`src/rtl/match_resolver_if.sv`:
```
// Search-result and responder handshake bundle between the search stage,
// the multiple-response resolver and its downstream consumer.
interface match_resolver_if #(
  parameter int WORDS  = 32,
  parameter int ADDR_W = 5
);
  logic              tag_valid;
  logic [WORDS-1:0]  tag_in;
  logic              abort;
  logic              busy;
  logic              any_match;
  logic [ADDR_W:0]   match_count;
  logic              out_valid;
  logic              out_ready;
  logic [ADDR_W-1:0] out_addr;
  logic              out_last;
  logic              done;

  modport master (
    output tag_valid, tag_in, abort, out_ready,
    input  busy, any_match, match_count, out_valid, out_addr, out_last, done
  );

  modport slave (
    input  tag_valid, tag_in, abort, out_ready,
    output busy, any_match, match_count, out_valid, out_addr, out_last, done
  );
endinterface

```
`src/rtl/match_resolver.sv`:
```
// Multiple-response resolver: captures a search tag vector and hands out the
// responding word addresses lowest-first over a valid/ready handshake.
module match_resolver #(
  parameter int WORDS  = 32,
  parameter int ADDR_W = 5
) (
  input  logic            CLK,
  input  logic            RST_N,
  match_resolver_if.slave bus
);

  typedef enum logic {IDLE, SCAN} state_t;

  state_t            state_q, state_d;
  logic [WORDS-1:0]  p_q, p_d;
  logic              any_q, any_d;
  logic [ADDR_W:0]   cnt_q, cnt_d;
  logic              done_q, done_d;

  logic [ADDR_W-1:0] low_addr;
  logic              one_left;

  function automatic logic [ADDR_W:0] popcount(input logic [WORDS-1:0] v);
    logic [ADDR_W:0] c;
    c = '0;
    for (int i = 0; i < WORDS; i++) c = c + (ADDR_W+1)'(v[i]);
    return c;
  endfunction

  function automatic logic [ADDR_W-1:0] lowest_set(input logic [WORDS-1:0] v);
    logic [ADDR_W-1:0] a;
    a = '0;
    for (int i = WORDS - 1; i >= 0; i--) begin
      if (v[i]) a = ADDR_W'(i);
    end
    return a;
  endfunction

  // Outputs are derived from the registered pending vector, so they hold
  // steady for as long as the consumer stalls.
  assign low_addr = lowest_set(p_q);
  assign one_left = (p_q != '0) && ((p_q & (p_q - 1'b1)) == '0);

  always_comb begin
    state_d = state_q;
    p_d     = p_q;
    any_d   = any_q;
    cnt_d   = cnt_q;
    done_d  = 1'b0;
    unique case (state_q)
      IDLE: begin
        if (bus.tag_valid) begin
          p_d   = bus.tag_in;
          any_d = |bus.tag_in;
          cnt_d = popcount(bus.tag_in);
          if (bus.tag_in != '0) state_d = SCAN;
          else                  done_d  = 1'b1;
        end
      end
      SCAN: begin
        if (bus.abort) begin
          state_d = IDLE;
          p_d     = '0;
        end else if (bus.out_ready) begin
          // Clearing the lowest set bit retires exactly out_addr.
          p_d = p_q & (p_q - 1'b1);
          if (one_left) begin
            state_d = IDLE;
            done_d  = 1'b1;
          end
        end
      end
      default: state_d = IDLE;
    endcase
  end

  always_ff @(posedge CLK or negedge RST_N) begin
    if (!RST_N) begin
      state_q <= IDLE;
      p_q     <= '0;
      any_q   <= 1'b0;
      cnt_q   <= '0;
      done_q  <= 1'b0;
    end else begin
      state_q <= state_d;
      p_q     <= p_d;
      any_q   <= any_d;
      cnt_q   <= cnt_d;
      done_q  <= done_d;
    end
  end

  assign bus.busy        = (state_q == SCAN);
  assign bus.out_valid   = (state_q == SCAN);
  assign bus.out_addr    = low_addr;
  assign bus.out_last    = (state_q == SCAN) && one_left;
  assign bus.any_match   = any_q;
  assign bus.match_count = cnt_q;
  assign bus.done        = done_q;

endmodule

```
`src/flat_wrapper.sv`:
```
// flat-port wrapper written by rule: the top's interface ports become plain ports
module match_resolver_flat 
#(
  parameter int WORDS  = 32,
  parameter int ADDR_W = 5
)
  (CLK, RST_N, bus_tag_valid, bus_tag_in, bus_abort, bus_out_ready, bus_busy, bus_any_match, bus_match_count, bus_out_valid, bus_out_addr, bus_out_last, bus_done);
  match_resolver_if #(.WORDS(WORDS), .ADDR_W(ADDR_W)) bus_i ();
  input  logic CLK;
  input  logic RST_N;
  input wire logic [$bits(bus_i.tag_valid)-1:0] bus_tag_valid;
  input wire logic [$bits(bus_i.tag_in)-1:0] bus_tag_in;
  input wire logic [$bits(bus_i.abort)-1:0] bus_abort;
  input wire logic [$bits(bus_i.out_ready)-1:0] bus_out_ready;
  output wire logic [$bits(bus_i.busy)-1:0] bus_busy;
  output wire logic [$bits(bus_i.any_match)-1:0] bus_any_match;
  output wire logic [$bits(bus_i.match_count)-1:0] bus_match_count;
  output wire logic [$bits(bus_i.out_valid)-1:0] bus_out_valid;
  output wire logic [$bits(bus_i.out_addr)-1:0] bus_out_addr;
  output wire logic [$bits(bus_i.out_last)-1:0] bus_out_last;
  output wire logic [$bits(bus_i.done)-1:0] bus_done;
  assign bus_i.tag_valid = bus_tag_valid;
  assign bus_i.tag_in = bus_tag_in;
  assign bus_i.abort = bus_abort;
  assign bus_i.out_ready = bus_out_ready;
  assign bus_busy = bus_i.busy;
  assign bus_any_match = bus_i.any_match;
  assign bus_match_count = bus_i.match_count;
  assign bus_out_valid = bus_i.out_valid;
  assign bus_out_addr = bus_i.out_addr;
  assign bus_out_last = bus_i.out_last;
  assign bus_done = bus_i.done;
  match_resolver #(.WORDS(WORDS), .ADDR_W(ADDR_W)) u_core (.CLK(CLK), .RST_N(RST_N), .bus(bus_i));
endmodule
```
`config.mk`:
```
export PLATFORM = sky130hd
export DESIGN_NAME = match_resolver_flat
export DESIGN_NICKNAME = d
export VERILOG_FILES = /design/src/rtl/match_resolver_if.sv /design/src/rtl/match_resolver.sv /design/src/flat_wrapper.sv
export SDC_FILE = /design/constraint.sdc
export NUM_CORES = 1
export LEC_CHECK = 0
export CORE_AREA = 5 5 89 91
export DETAILED_ROUTE_END_ITERATION = 10
export DIE_AREA = 0 0 94 96
export GPL_ROUTABILITY_DRIVEN = 0
export PLACE_DENSITY = 0.73
export SYNTH_ARGS = -nofsm -noshare
export SYNTH_HDL_FRONTEND = slang
export SYNTH_SLANG_ARGS = --single-unit
```
`constraint.sdc`:
```
create_clock -name CLK -period 3.8 [get_ports CLK]
set_clock_uncertainty 0.05 [all_clocks]
set_input_delay 1.14 -clock CLK [delete_from_list [all_inputs] [get_ports CLK]]
set_output_delay 1.14 -clock CLK [all_outputs]
set_load 0.01 [all_outputs]
```
==> results.toml, run 1 <==
[setup_path]
crit_fanout = 2
worstSetupStartpoint = "bus_tag_in[20]"
cpMostUsedCell = "fa_1"
cp_cell_sequence = "buf_6 > fa_2 > inv_2 > fa_1 > inv_2 > fa_1 > inv_2 > fa_1 > fa_1 > fa_1 > inv_2 > fa_2 > fa_2 > a21o_1 > a21oi_2 > xor2_1 > o21ai_1"
crit_path_max_incr_delay_ns = 0.60
r2r_end = "u_core.bus.busy$_DFF_PN0_"
crit_arrival_ns = 5.74
endpoint_kind = "register"
timing.rr.start = "u_core.p_q[16]$_DFFE_PN0P_"
worstSetupPathType = "input pin to register"
critPathCapture = "u_core.bus.match_count[4]$_DFFE_PN0P_"
rrSetupSlack_ns = 1.11
worstSetupStartpointType = "input pin"
worstRegToRegCells = 10
cp.required_ns = 3.94
crit_path_top_delay_cell = "fa_2"

[routing]
vias_per_cell = 5.69
ant_nets = 0
route.detailed.drc = 0
drt-total-wl_um = 11200
dr.pass1.iters = 5
vias = 3568
drt-initial-drc-count = 358
drt-wirelength-per-cell_um = 17.9

[worst_hold_path]
holdCritPathClass = "register to register"

[timing]
finalHoldViolations = 0
layout_setup_ws_ns = -1.79
fmaxAchievable_ghz = 0.179
fin_crit_sh_pct = 147
setup_viol = 6
period_needed_ns = 5.59
finalSetupTns_ns = -9.19
finalMaxSlewViolations = 0
slew_headroom_pct = 33.6
worst_slew_pin_slew_ns = 0.996
rsz0062_at_grt = "yes"

[placement]
io_buffers = 52
dp_cells = 612
place_area_um2 = 4590
hpwl_um = 8560

[clock_tree]
cts_max_level = 2
numCtsBuffers = 5
clkTransAtPathRegs_ns = 0.10
clock_latency_ns = 0.31
ctsHoldBuffers = 0
cts_tree = "done"
clock_sinks = 41
cts_buffer_depth = 2
root_buffer = "clkbuf_8"

[power_and_ir_drop]
switching_share_pct = 42.0
ir_drop_v = 0.00109
pwr-share-seq_pct = 19.8
intPower_uw = 1850
leakagePower_uw = 0.00227
pwr-share-comb_pct = 68.3
clkPwrFrac_pct = 11.9
powerDensity_nw_per_um2 = 664
p_sw_uw = 1340

[layout]
multi_input_area_um2 = 2170
drive_gt1_share_pct = 28.6
stdcell_count = 627
design_area_um2 = 4810
final_cell_mix = "buf_4 (88), nand2_1 (59), o21ai_0 (47)"
fillerInstances = 586
nets = 597
final-seq-area_um2 = 1030
layout_commonest_cell = "buf_4"
diodes = 0
areaGrowthSynthToFinish_pct = 42.9

[floorplanning]
die_area_um2 = 9020
core_um2 = 7060
die_w_um = 94
placementRows = 31
start_util_pct = 47.7
io_pins = 53
die_h_um = 96

[grt]
grt.overflow.total = 0
antenna_found_initial = 0
grt_util_all_layers_pct = 26.0
grt_max_degree = 42
grt_first_pass_wirelength_um = 17900
grt_pass1_vias = 3619

[logic_synthesis]
ys_seq_elements = 41
async_reset_ff_share_pct = 100
synth.distinct_cells = 56
netlist_instances = 396
synth_edf_count = 0
synth.avg_cell_area_um2 = 8.50
ys.flop_type = "dfrtp_1"
syn_area_um2 = 3360
ys_seq_area_share_pct = 30.5
synthesis.nets = 466
synth-warning-count = 0

[job]
maxCapViolations = 0

[run_status]
status = "finished with violations"
failed_checks = "negative setup slack"
Yosys cell counts (3+ instances only):
cell / instances / share of area (%)
a211oi_1: 6 / 1.3
a21o_1: 3 / 0.67
a21oi_1: 12 / 1.8
a22o_1: 13 / 3.4
clkbuf_1: 15 / 1.7
dfrtp_1: 41 / 30
fa_1: 24 / 14
ha_1: 9 / 3.3
inv_1: 50 / 5.6
nand2_1: 59 / 6.6
nand2b_1: 3 / 0.56
nand3_1: 3 / 0.45
nand4_1: 4 / 0.74
nor2_1: 21 / 2.3
nor2b_1: 3 / 0.56
nor3_1: 10 / 1.5
nor4_1: 14 / 2.6
nor4_4: 3 / 1.9
o21ai_0: 51 / 7.6
o21bai_1: 3 / 0.67
o22ai_1: 3 / 0.56
or3_1: 4 / 0.74
worst min path at each step:
stage / slack [ns] / depth (start not counted) / startpoint / end
global placement: 0.41 / 2 / u_core.bus.match_count[0]$_DFFE_PN0P_ / u_core.bus.match_count[0]$_DFFE_PN0P_
detailed placement: 0.42 / 2 / u_core.bus.match_count[0]$_DFFE_PN0P_ / u_core.bus.match_count[0]$_DFFE_PN0P_
CTS: 0.44 / 2 / u_core.bus.match_count[0]$_DFFE_PN0P_ / u_core.bus.match_count[0]$_DFFE_PN0P_
floorplan: 0.46 / 2 / u_core.p_q[15]$_DFFE_PN0P_ / u_core.p_q[15]$_DFFE_PN0P_
global route: 0.45 / 2 / u_core.bus.match_count[0]$_DFFE_PN0P_ / u_core.bus.match_count[0]$_DFFE_PN0P_
finish: 0.44 / 2 / u_core.bus.match_count[0]$_DFFE_PN0P_ / u_core.bus.match_count[0]$_DFFE_PN0P_
power groups by stage:
stage | registers (uW) | logic (uW) | clock network (uW)
6_report | 633 | 2180 | 379
5_1_grt | 645 | 2420 | 397
4_1_cts | 628 | 2100 | 376
3_5_place_dp | 637 | 2010 | 0
3_3_place_gp | 633 | 1930 | 0
2_1_floorplan | 659 | 1200 | 0
area by class of cell:
class	count	share of cell area [%]
clock buffer	5	1.43
clock inverter	3	0.911
sequential	41	21.3
inverter	50	4.27
timing repair buffer	141	24.4
tap	99	2.58
multi-input combinational	288	45.1
through the flow:
stage / worst slack (ns) / total power, uW / utilization, % / hold WS, ns
global route: -1.98 / 3470 / 68.1 / 0.449
finish: -1.79 / 3190 / 68.1 / 0.437
CTS: -1.96 / 3110 / 66.9 / 0.436
global placement: -2.60 / 2560 / 65.1 / 0.412
floorplan: -1.81 / 1860 / - / 0.460
detailed placement: -2.67 / 2640 / 65.1 / 0.416
flip-flops by register name, indices dropped and copies added (netlist names):
register / flops
u_core.p_q: 32
u_core.bus.match_count: 6
u_core.bus.any_match: 1
u_core.bus.busy: 1
u_core.bus.done: 1
cells by family after synthesis:
kind of cell               after synthesis  share of synthesized area (%)
adders and majority gates               36                           18.6
and+or+nand+nor                        135                           20.5
buffers and inverters                   67                           7.62
xor gates and xnor gates                 3                          0.781
AOI/OAI and AO/OA                      112                           21.4
DFF                                     41                           30.5
muxes                                    2                          0.632
critical path, delay by kind of cell:
family / cells / cell delay [ns]
buffers and inverters: 5 / 0.28
adders and majority gates: 8 / 3.78
AOI/OAI and AO/OA: 3 / 0.40
xor gates and xnor gates: 1 / 0.15
per-layer routing:
layer / track usage [%] / up-vias / wire length (um)
li1: - / 1636 / -
met1: 33.3 / 1686 / 4500
met2: 43.1 / 206 / 5350
met3: 4.46 / 40 / 945
met4: 12.4 / 0 / 439
met5: 0 / - / 0
timing repair:
action / in CTS / in global routing
pin swaps: 22 / 24
setup buffers: 1 / 6
setup endpoints to repair: 10 / 9
resized for setup: 63 / 22
Note: power is estimated with default switching activity, not from simulation.
==> inputs of run 2 (changes only) <==
--- a/config.mk
+++ b/config.mk
@@ -5,11 +5,11 @@
 export SDC_FILE = /design/constraint.sdc
 export NUM_CORES = 1
 export LEC_CHECK = 0
-export CORE_AREA = 5 5 89 91
+export CORE_AREA = 2 2 87 89
 export DETAILED_ROUTE_END_ITERATION = 10
-export DIE_AREA = 0 0 94 96
+export DIE_AREA = 0 0 89 91
 export GPL_ROUTABILITY_DRIVEN = 0
-export PLACE_DENSITY = 0.73
+export PLACE_DENSITY = 0.71
 export SYNTH_ARGS = -nofsm -noshare
 export SYNTH_HDL_FRONTEND = slang
 export SYNTH_SLANG_ARGS = --single-unit
==> results.toml, run 2 (synthesis gave the netlist of run 1 again) <==
[run_status]
status = "finished with violations"
failed_checks = "negative setup slack"

[placement]
io_buffers = 52
place_area_um2 = 4620
hpwl_um = 8400

[timing]
rsz0062_at_grt = "yes"
worst_slew_pin_slew_ns = 0.957
finalSetupTns_ns = -9.98
period_needed_ns = 5.67
slew_headroom_pct = 36.2
layout_setup_ws_ns = -1.87
setup_viol = 6
fin_crit_sh_pct = 149
finalMaxSlewViolations = 0
fmaxAchievable_ghz = 0.176
finalHoldViolations = 0

[clock_tree]
ctsHoldBuffers = 0
clock_sinks = 41
clock_latency_ns = 0.30
cts_buffer_depth = 2
root_buffer = "clkbuf_8"
numCtsBuffers = 5
cts_tree = "done"
cts_max_level = 2
clkTransAtPathRegs_ns = 0.08

[routing]
drt-initial-drc-count = 350
vias_per_cell = 5.71
wl_met2_um = 5280
drt-wirelength-per-cell_um = 17.6
dr_wl_met3_um = 790
vias = 3580
drt-total-wl_um = 11000
m1WireLength_um = 4650
dr.pass1.iters = 5
route.detailed.drc = 0
ant_nets = 0
highest_layer = "met4"

[power_and_ir_drop]
ir_drop_v = 0.00139
clkPwrFrac_pct = 13.1
pwr-share-seq_pct = 19.7
switching_share_pct = 40.9
intPower_uw = 1920
p_sw_uw = 1330
powerDensity_nw_per_um2 = 672
leakagePower_uw = 0.00229
total_power_uw = 3250
pwr-share-comb_pct = 67.3

[job]
maxCapViolations = 0

[layout]
multi_input_area_um2 = 2180
nets = 597
diodes = 0
largest_register_ffs = 32
areaGrowthSynthToFinish_pct = 43.6
final_cell_mix = "buf_4 (89), nand2_1 (55), o21ai_0 (47)"
top_register = "u_core.p_q"
final-seq-area_um2 = 1030
design_area_um2 = 4830
fillerInstances = 597
drive_gt1_share_pct = 29.5
layout_commonest_cell = "buf_4"

[setup_path]
endpoint_kind = "register"
worstRegToRegCells = 8
cp.required_ns = 3.93
crit_fanout = 2
rrSetupSlack_ns = 1.13
r2r_end = "u_core.bus.busy$_DFF_PN0_"
timing.rr.start = "u_core.p_q[18]$_DFFE_PN0P_"
crit_arrival_ns = 5.80
worstSetupStartpointType = "input pin"
worstSetupPathType = "input pin to register"

[grt]
antenna_found_initial = 0
grt_pass1_vias = 3601
grt.overflow.total = 0
grt_first_pass_wirelength_um = 17800
grt_max_degree = 42
grt_util_all_layers_pct = 28.5

[floorplanning]
placementRows = 31
start_util_pct = 47.1
die_area_um2 = 8100
die_h_um = 91
core_um2 = 7140
die_w_um = 89
io_pins = 53

[worst_hold_path]
min-delay-start = "u_core.bus.match_count[0]$_DFFE_PN0P_"
hold_depth = 2
holdCritPathClass = "register to register"
holdPathEnd = "u_core.bus.match_count[0]$_DFFE_PN0P_"
run 2: changes by cell type in the layout (fill, tap and decap cells not counted), sizes merged:
cell and change:
clkbuf +3, clkdlybuf4s15 -2, clkdlybuf4s50 -1, dlymetal6s2s +2, inv -1, buf -1
dlygate4sd2 -1, bufinv +1
run 2: worst max-delay path, cell delays in order:
cell and delay [ns]:
buf_8 0.10, fa_2 0.59, inv_2 0.05, fa_1 0.52, inv_2 0.04, fa_1 0.52
inv_2 0.04, fa_1 0.51, fa_1 0.43, fa_1 0.51, inv_2 0.04, fa_2 0.39
fa_2 0.35, a21o_1 0.18, a21oi_2 0.14, xor2_1 0.15, o21ai_1 0.07
run 2: worst max-delay path by stage:
stage | startpoint | endpoint | slack [ns] | cells past startpoint
3_3_place_gp | bus_tag_in[1] | u_core.bus.match_count[4]$_DFFE_PN0P_ | -2.60 | 17
5_1_grt | bus_tag_in[22] | u_core.bus.match_count[4]$_DFFE_PN0P_ | -1.97 | 17
3_5_place_dp | bus_tag_in[1] | u_core.bus.match_count[4]$_DFFE_PN0P_ | -2.67 | 17
2_1_floorplan | bus_tag_in[1] | u_core.bus.match_count[4]$_DFFE_PN0P_ | -1.81 | 16
4_1_cts | bus_tag_in[1] | u_core.bus.match_count[4]$_DFFE_PN0P_ | -1.98 | 17
6_report | bus_tag_in[22] | u_core.bus.match_count[4]$_DFFE_PN0P_ | -1.87 | 17
run 2: final cells by class:
class,count,area share [%]
Sequential cell,41,21.3
Clock inverter,3,1.35
Multi-Input combinational cell,288,45.1
Inverter,50,4.25
Clock buffer,5,1.42
Tap cell,99,2.56
Timing Repair Buffer,141,24.1
run 2: through the flow:
step | utilization [%] | setup slack (ns) | std cells | hold slack, ns
finish | 67.7 | -1.87 | 627 | 0.442
CTS | 67.2 | -1.98 | 625 | 0.435
global route | 67.7 | -1.97 | 627 | 0.479
global placement | 64.8 | -2.60 | 616 | 0.414
detailed placement | 64.8 | -2.67 | 616 | 0.414
floorplan | - | -1.81 | 396 | 0.460
run 2: per-layer routing:
layer | vias up | GRT usage, %
li1 | 1639 | -
met3 | 38 | 4.27
met2 | 174 | 46.2
met1 | 1729 | 39.6
met5 | - | 0
met4 | 0 | 7.46
run 2: power by group through the flow:
stage,registers [uW],logic (uW),clock network [uW]
after global routing,651,2420,455
after floorplan,659,1200,0
after detailed placement,639,2020,0
final,639,2180,425
after CTS,633,2140,429
after global placement,634,1950,0
run 2: repair_timing:
item,CTS,global route
buffers inserted,1,2
gates resized for setup,57,31
endpoints found under the hold margin,0,0
pin swaps,20,16
setup endpoints to repair,9,11
